File: src/rtl/crc_feeder_pkg.sv
// crc_feeder_pkg
// Shared definitions for the CRC-32/MPEG-2 frame feeder:
//   - feeder_state_e : feeder FSM states (also exported on the debug port)
//   - CRC_INIT       : engine register value while held in reset
//   - CRC_POLY       : MPEG-2 generator polynomial (non-reflected)
//   - CRC_RESIDUE    : engine value after a frame plus its own CRC
//   - BITS_PER_BYTE  : serialisation length per accepted byte
package crc_feeder_pkg;

  typedef enum logic [2:0] {
    ST_IDLE   = 3'd0,
    ST_SHIFT  = 3'd1,
    ST_WAIT   = 3'd2,
    ST_SETTLE = 3'd3,
    ST_DONE   = 3'd4
  } feeder_state_e;

  localparam logic [31:0] CRC_INIT      = 32'hFFFF_FFFF;
  localparam logic [31:0] CRC_POLY      = 32'h04C1_1DB7;
  localparam logic [31:0] CRC_RESIDUE   = 32'h0000_0000;
  localparam int          BITS_PER_BYTE = 8;

endpackage

File: src/rtl/byte_serializer.sv
// byte_serializer
// Holds one byte and presents it MSB-first, one bit per shift cycle.
// Ports:
//   clk_in, rst_in : clock, synchronous active-high reset
//   load           : capture byte_in, restart the bit count
//   byte_in [7:0]  : byte to serialise
//   shift          : advance to the next bit
//   bit_out        : current bit (bit 7 of the held byte first)
//   last_bit       : the bit on bit_out is the final bit of the byte
module byte_serializer
  import crc_feeder_pkg::*;
(
  input  logic       clk_in,
  input  logic       rst_in,
  input  logic       load,
  input  logic [7:0] byte_in,
  input  logic       shift,
  output logic       bit_out,
  output logic       last_bit
);

  logic [7:0] shift_q;
  logic [2:0] bit_cnt_q;

  always_ff @(posedge clk_in) begin
    if (rst_in) begin
      shift_q   <= 8'h00;
      bit_cnt_q <= 3'd0;
    end else if (load) begin
      shift_q   <= byte_in;
      bit_cnt_q <= 3'd0;
    end else if (shift) begin
      shift_q   <= {shift_q[6:0], 1'b0};
      bit_cnt_q <= bit_cnt_q + 3'd1;
    end
  end

  assign bit_out  = shift_q[7];
  assign last_bit = (bit_cnt_q == 3'(BITS_PER_BYTE - 1));

endmodule

File: src/rtl/crc_frame_feeder.sv
// crc_frame_feeder
// Accepts a framed byte stream and feeds it MSB-first into a bit-serial
// CRC-32/MPEG-2 engine, resetting the engine between frames and capturing
// the final CRC and the frame byte count.
//
// Handshake: a byte is accepted on a rising clk_in edge where
// byte_valid_in and byte_ready_out are both high; byte_in and byte_last_in
// are only looked at on that edge. byte_ready_out never depends on
// byte_valid_in, and valid may drop or stay low for any number of cycles.
//
// Ports:
//   clk_in, rst_in        : clock, synchronous active-high reset
//   byte_in/valid/last    : upstream byte stream
//   byte_ready_out        : feeder can accept a byte this cycle
//   crc_rst_out           : engine reset (held high while idle)
//   crc_valid_out/bit_out : engine serial data interface
//   crc_in                : engine CRC register
//   crc_out, len_out      : captured CRC and byte count (saturating)
//   done_out              : one-cycle pulse when crc_out/len_out update
//   crc_ok_out            : residue check, only when CRC_CHECK_EN is defined
//   dbg_state             : current FSM state for observation
// Build option: define CRC_CHECK_EN to add crc_ok_out.
module crc_frame_feeder
  import crc_feeder_pkg::*;
#(
  parameter int LEN_W = 16
) (
  input  logic             clk_in,
  input  logic             rst_in,
  input  logic [7:0]       byte_in,
  input  logic             byte_valid_in,
  input  logic             byte_last_in,
  output logic             byte_ready_out,
  output logic             crc_rst_out,
  output logic             crc_valid_out,
  output logic             crc_bit_out,
  input  logic [31:0]      crc_in,
  output logic [31:0]      crc_out,
  output logic [LEN_W-1:0] len_out,
  output logic             done_out,
`ifdef CRC_CHECK_EN
  output logic             crc_ok_out,
`endif
  output feeder_state_e    dbg_state
);

  feeder_state_e    state_q, state_nx;
  logic             ready_st;
  logic             accept;
  logic             ser_load, ser_shift, ser_bit, ser_last;
  logic             last_q;
  logic [LEN_W-1:0] count_q;
  logic [LEN_W-1:0] count_base;
  logic [LEN_W-1:0] count_inc;

  byte_serializer u_ser (
    .clk_in   (clk_in),
    .rst_in   (rst_in),
    .load     (ser_load),
    .byte_in  (byte_in),
    .shift    (ser_shift),
    .bit_out  (ser_bit),
    .last_bit (ser_last)
  );

  // Ready is a pure state decode; it is additionally forced low while
  // reset is asserted so nothing looks acceptable during reset.
  assign ready_st       = (state_q == ST_IDLE) || (state_q == ST_WAIT);
  assign byte_ready_out = ready_st & ~rst_in;
  assign accept         = byte_valid_in & byte_ready_out;
  assign ser_load       = accept;

  always_ff @(posedge clk_in) begin
    if (rst_in) state_q <= ST_IDLE;
    else        state_q <= state_nx;
  end

  always_comb begin
    state_nx      = state_q;
    crc_rst_out   = 1'b0;
    crc_valid_out = 1'b0;
    ser_shift     = 1'b0;
    done_out      = 1'b0;
    case (state_q)
      ST_IDLE: begin
        crc_rst_out = 1'b1;
        if (accept) state_nx = ST_SHIFT;
      end
      ST_SHIFT: begin
        crc_valid_out = 1'b1;
        ser_shift     = 1'b1;
        if (ser_last) state_nx = last_q ? ST_SETTLE : ST_WAIT;
      end
      ST_WAIT: begin
        if (accept) state_nx = ST_SHIFT;
      end
      ST_SETTLE: begin
        state_nx = ST_DONE;
      end
      ST_DONE: begin
        done_out = 1'b1;
        state_nx = ST_IDLE;
      end
      default: begin
        state_nx = ST_IDLE;
      end
    endcase
  end

  assign crc_bit_out = (state_q == ST_SHIFT) & ser_bit;
  assign dbg_state   = state_q;

  // The first byte of a frame counts from zero regardless of what the
  // counter still holds from the previous frame.
  assign count_base = (state_q == ST_IDLE) ? '0 : count_q;
  assign count_inc  = (&count_base) ? count_base : count_base + LEN_W'(1);

  always_ff @(posedge clk_in) begin
    if (rst_in) begin
      last_q  <= 1'b0;
      count_q <= '0;
      crc_out <= 32'h0;
      len_out <= '0;
    end else begin
      if (accept) begin
        last_q  <= byte_last_in;
        count_q <= count_inc;
      end else if (state_q == ST_IDLE) begin
        count_q <= '0;
      end
      // The engine absorbed the last bit on the edge closing the final
      // SHIFT cycle, so crc_in is stable throughout SETTLE.
      if (state_q == ST_SETTLE) begin
        crc_out <= crc_in;
        len_out <= count_q;
      end
    end
  end

`ifdef CRC_CHECK_EN
  always_ff @(posedge clk_in) begin
    if (rst_in)                     crc_ok_out <= 1'b0;
    else if (state_q == ST_SETTLE)  crc_ok_out <= (crc_in == CRC_RESIDUE);
  end
`endif

endmodule
File: config.mk
export PLATFORM = sky130hd
export DESIGN_NAME = crc_frame_feeder
export DESIGN_NICKNAME = d
export VERILOG_FILES = /design/src/rtl/crc_feeder_pkg.sv /design/src/rtl/byte_serializer.sv /design/src/rtl/crc_frame_feeder.sv
export SDC_FILE = /design/constraint.sdc
export NUM_CORES = 1
export LEC_CHECK = 0
export ABC_AREA = 1
export CORE_UTILIZATION = 40
export CTS_BUF_LIST = sky130_fd_sc_hd__clkbuf_4
export DETAILED_ROUTE_END_ITERATION = 6
export GPL_ROUTABILITY_DRIVEN = 0
export PLACE_DENSITY = 0.75
export SETUP_SLACK_MARGIN = 0.05
export SLEW_MARGIN = 20
export SYNTH_ARGS = -nofsm -noshare
export SYNTH_HDL_FRONTEND = slang
export SYNTH_HIERARCHICAL = 1
export SYNTH_SLANG_ARGS = --single-unit
File: constraint.sdc
create_clock -name clk_in -period 3.81 [get_ports clk_in]
set_input_delay 0.762 -clock clk_in [delete_from_list [all_inputs] [get_ports clk_in]]
set_output_delay 0.762 -clock clk_in [all_outputs]
set_load 0.05 [all_outputs]
# Yosys cells after proc, flatten, opt, wreduce, memory -nomap -nowiden

Cells that the tools add are included.

Register bits: 79
Bits in latches: 0
RAM bits: 0
Memory bits (read-only): 0
Bits of input ports: 44
Output and inout bits: 56
Logic and storage cells: 39
Memories: 0

Add/sub/neg operators: 2
Multiply operators: 0
Div/mod/pow operators: 0
Magnitude comparators: 0
Eq/ne operators: 7
Shift-type cells: 0
Multiplexer cells: 12
Bitwise gates (word level): 4
Reduce and logical (&&, ||, !) cells: 7

Operators by type and width:

| kind                                                | number |
|---|---|
| 2-to-1 mux 16 bit                                   | 3 |
| adder 16 x 1 -> 16 bit, second input constant       | 1 |
| 2-to-1 mux 8 bit                                    | 2 |
| AND reduction 16 bit                                | 1 |
| case mux 3 bit (3 select lines)                     | 1 |
| equality test 3 x 2 -> 1 bit, second input constant | 2 |
| equality test 3 bit, second input constant          | 2 |
| 2-to-1 mux 3 bit                                    | 2 |
| 2-to-1 mux 1 bit                                    | 4 |
| OR reduction 2 bit                                  | 2 |
| adder 3 x 1 -> 3 bit, second input constant         | 1 |
| AND 1 bit                                           | 3 |
| equality test 3 x 1 -> 1 bit, second input constant | 1 |
| zero test 3 bit                                     | 1 |
| != test 2 x 1 -> 1 bit, second input constant       | 1 |
| != test 2 bit, second input constant                | 1 |
| AND reduction 2 bit                                 | 1 |
| nonzero test 2 bit                                  | 1 |
| logical OR 1 bit                                    | 1 |
| NOT 1 bit                                           | 1 |

# Longest topological paths before layout

Depth after elaboration: 6
Depth in mapped cells: 16
Depth with buffers taken out: 15

# Hierarchy

Netlist, hierarchy kept.

Modules (own cells, without submodules):

| module           | instances | cells an instance | area each (µm²) | seq. area each (µm²) |
|---|---|---|---|---|
| crc_frame_feeder | 1         | 398               | 2,999.1         | 1,361.3 |
| byte_serializer  | 1         | 74                | 525.5           | 220.2 |

# Worst setup path after synthesis

No wires, ideal clock.

Path kind: register to output
Start point: register state_q[0] (netlist: dbg_state[0])
End point: output port crc_bit_out
Arrival time: 3.247 ns
Data required time: 3.048 ns
Slack: -0.199 ns
Cell stages (with the launch flop): 5
Buffers on the path: 0
Cell sequence: dfxtp_1 > inv_1 > nor3_1 > inv_1 > nor2_1

Word-level cells in the longest chain between the ends: 2

RTL lines:

| element                      | RTL line                | text |
|---|---|---|
| start, declared              | crc_frame_feeder.sv:47  | `feeder_state_e state_q, state_nx;` |
| start signal, assigned       | crc_frame_feeder.sv:75  | `else state_q <= state_nx;` |
| equality test 3 x 1 -> 1 bit | crc_frame_feeder.sv:110 | `assign crc_bit_out = (state_q == ST_SHIFT) & ser_bit;` |
| AND 1 bit                    | crc_frame_feeder.sv:110 |  |
| end, declared                | crc_frame_feeder.sv:36  | `output logic crc_bit_out,` |

No other way between the ends.

# Worst setup path after layout

Same ends and word-level chain as after synthesis.

==> reports/results.tsv <==
metric	value	unit
status	finished, final reports clean	
arrival	2.32	ns
hold_path_class	reg -> reg	
start_kind	register	
yosys.area.top_type_share	44.87	%
p_leak	1.905	nW
critical_path_required	3.05	ns
grt_pass1_wl	13920	µm
wirelength	8266	µm
synth-edff-count	0	
ctsResizeCount	0	
vias	3277	
io_pins	100	
ys_seq_area_share	44.87	%
postRouteAntennaNets	0	
area_growth	33.44	%
grt_pass1_vias	3060	
fp.dieW	95.87	µm
root_buffer	clkbuf_4	
clock-sinks	79	
max_freq	324.4	MHz
cts_tree	done	
cp-startpoint	dbg_state[0]	
finClkSkew	0.009301	ns
async_reset_ff_share	0	%
drt-wirelength-per-cell	12.30	µm
top_usage_layer	met2	
min_period	3.083	ns
fin_util	56.11	%
rows	33	
syn_area	0.003525	mm²
reg2reg_slack	1.30	ns
crit_path_end_kind	output pin	
pwr-share-clk	31.0	%
worstHoldEndpoint	u_ser/bit_cnt_q[2]	
clk_pin_slew_worst_paths	0.12	ns
syn-num-nets	519	
drc	0	
crit_path_max_fanout	7	
slew_violations	0	
p_per_area	368.0	mW/mm²
seq_power_share	50.4	%
setup_tns	0	ns
clk_latency	0.41	ns
die_h	95.87	µm
rsz0062_at_grt	no	
dr.pass1.iters	5	
finalHoldViolations	0	
setup_viol	0	
track_usage	19.43	%
cts_max_path_buffers	2	
routed_via_density	4.876	
yosys.area.top_type	dfxtp_1	
port_buffers	99	
core_area	0.008382	mm²
antenna_found_initial	0	
synth.top_cells.by_area	dfxtp_1, nor2_1, o21ai_0, nand2_1, nand3_1	
drive_gt1_share	9.524	%
nNetsFinal	610	
reg2reg_depth	15	
rr_endpoint	count_q[7]	
first_iter_violations	91	
p_sw	0.4941	mW
avgSynthCellArea	7.467	µm²
postCtsSetupBuffers	0	
min-delay-start	u_ser/bit_cnt_q[2]	
dp_hpwl	5636	µm
period_share	80.91	%
syn_inst	472	
internal-power	1.237	mW
ctsHoldBuffers	0	
use_met3	5.924	%
timing.rr.start	dbg_state[2]	
dieArea	0.009191	mm²
antenna_cells	0	
overflow	0	
worst_pin_slew	0.6651	ns
met2_usage	31.79	%
maxSlewHeadroom	55.59	%
synth_seq_cells	79	
p_comb_share	18.6	%
grt_max_degree	59	
cts_buffers	9	
vdd.ir_drop.worst	0.2005	mV
min_path_cells	2	
start_util	42.05	%
yosysWarnings	6	
drv_cap	0	
use_met1	23.74	%
synth_flop_cell	dfxtp_1	
crit_type	reg -> out	
htreeDepth	3	
netSwitchingFraction	28.54	%
ys_types	35	
-- area by class of cell --
class	instances	area (µm²)
flip-flops and latches	79	1582
repair buffers	103	1021
multi-input cells	329	1663
inverters	41	157.7
fillers	804	3679
clock buffers	10	75.07
clock inverters	5	73.82
well taps	105	131.4
-- metrics by stage --
step                power [mW]  setup WS, ns  area [µm²]  hold WS, ns  instances
global route             1.813        0.5471        4703       0.5015        672
CTS                      1.755        0.6726        4703       0.4800        672
global placement         1.209        0.8939        4554       0.4518        657
finish                   1.731        0.7272        4703       0.4789        672
floorplan                1.104        0.4709        3530       0.4331        472
detailed placement       1.214        0.8777        4554       0.4606        657
-- kinds of logic after synthesis --
family / synth area share [%]
simple gates: 32.45
flops: 44.87
buf+inv: 8.271
fa+ha+maj: 1.065
xor+xnor: 1.491
compound gates: 11.86
-- power groups by stage --
stage,sequential [mW],combinational [mW],clock (mW)
after CTS,0.872,0.325,0.558
after detailed placement,0.890,0.323,0
final,0.872,0.323,0.537
after global routing,0.876,0.349,0.588
after global placement,0.889,0.320,0
after floorplan,0.962,0.143,0
-- state kept, by name (all words and copies together), names as in the netlist --
signal,count
u_ser/shift_q,8
count_q,16
len_out,16
dbg_state,3
last_q,1
crc_out,32
u_ser/bit_cnt_q,3
-- Yosys cell counts, types with 2 or more instances --
library cell / n
nand3b_1: 2
nor2_2: 5
nor3_1: 3
inv_2: 4
nand3_4: 3
inv_1: 34
nand3_1: 28
nor2_1: 112
ha_1: 3
a21oi_1: 22
xnor2_1: 5
nand3_2: 4
o21ai_0: 50
nand2_2: 4
nor2_4: 6
clkbuf_1: 10
buf_6: 2
buf_4: 2
o21ai_1: 10
buf_2: 7
nand2_1: 64
dfxtp_1: 79
-- critical path: stages (launching register included) --
cell and delay [ns]:
dfxtp_1 0.41, inv_1 0.13, nor3_2 0.34, inv_1 0.11, nor2_1 0.10, clkdlybuf4s50_1 0.81
-- routing by layer --
layer  part of all wire [%]  up-vias
li1                       -     1687
met1                     45     1496
met2                     47       83
met3                    5.8       11
met4                    1.6        0
met5                      0        -
-- how the worst max path moves through the flow --
| stage | end | slack, ns |
|---|---|---|
| after global placement | byte_ready_out | 0.89 |
| after detailed placement | byte_ready_out | 0.88 |
| final | crc_bit_out | 0.73 |
| after floorplan | crc_bit_out | 0.47 |
| after CTS | crc_bit_out | 0.67 |
| after global routing | crc_bit_out | 0.55 |
-- cell usage in the layout (no fill, tap or decap), drive strengths merged --
master         netlist  final
dfxtp               79     79
nand2               69     69
nand3               35     35
nand4                2      2
clkinv               2      5
a21oi               22     22
nor2               123    123
ha                   3      3
clkdlybuf4s50        0     99
inv                 39     39
buf                 13      4
xor2                 1      1
xnor2                5      5
bufinv               0      2
clkbuf              10     10
nor4                 1      1
o21ai               60     60
a211oi               1      1
nor3                 4      4
nand3b               3      3
Power figures use the tool's default switching activity.
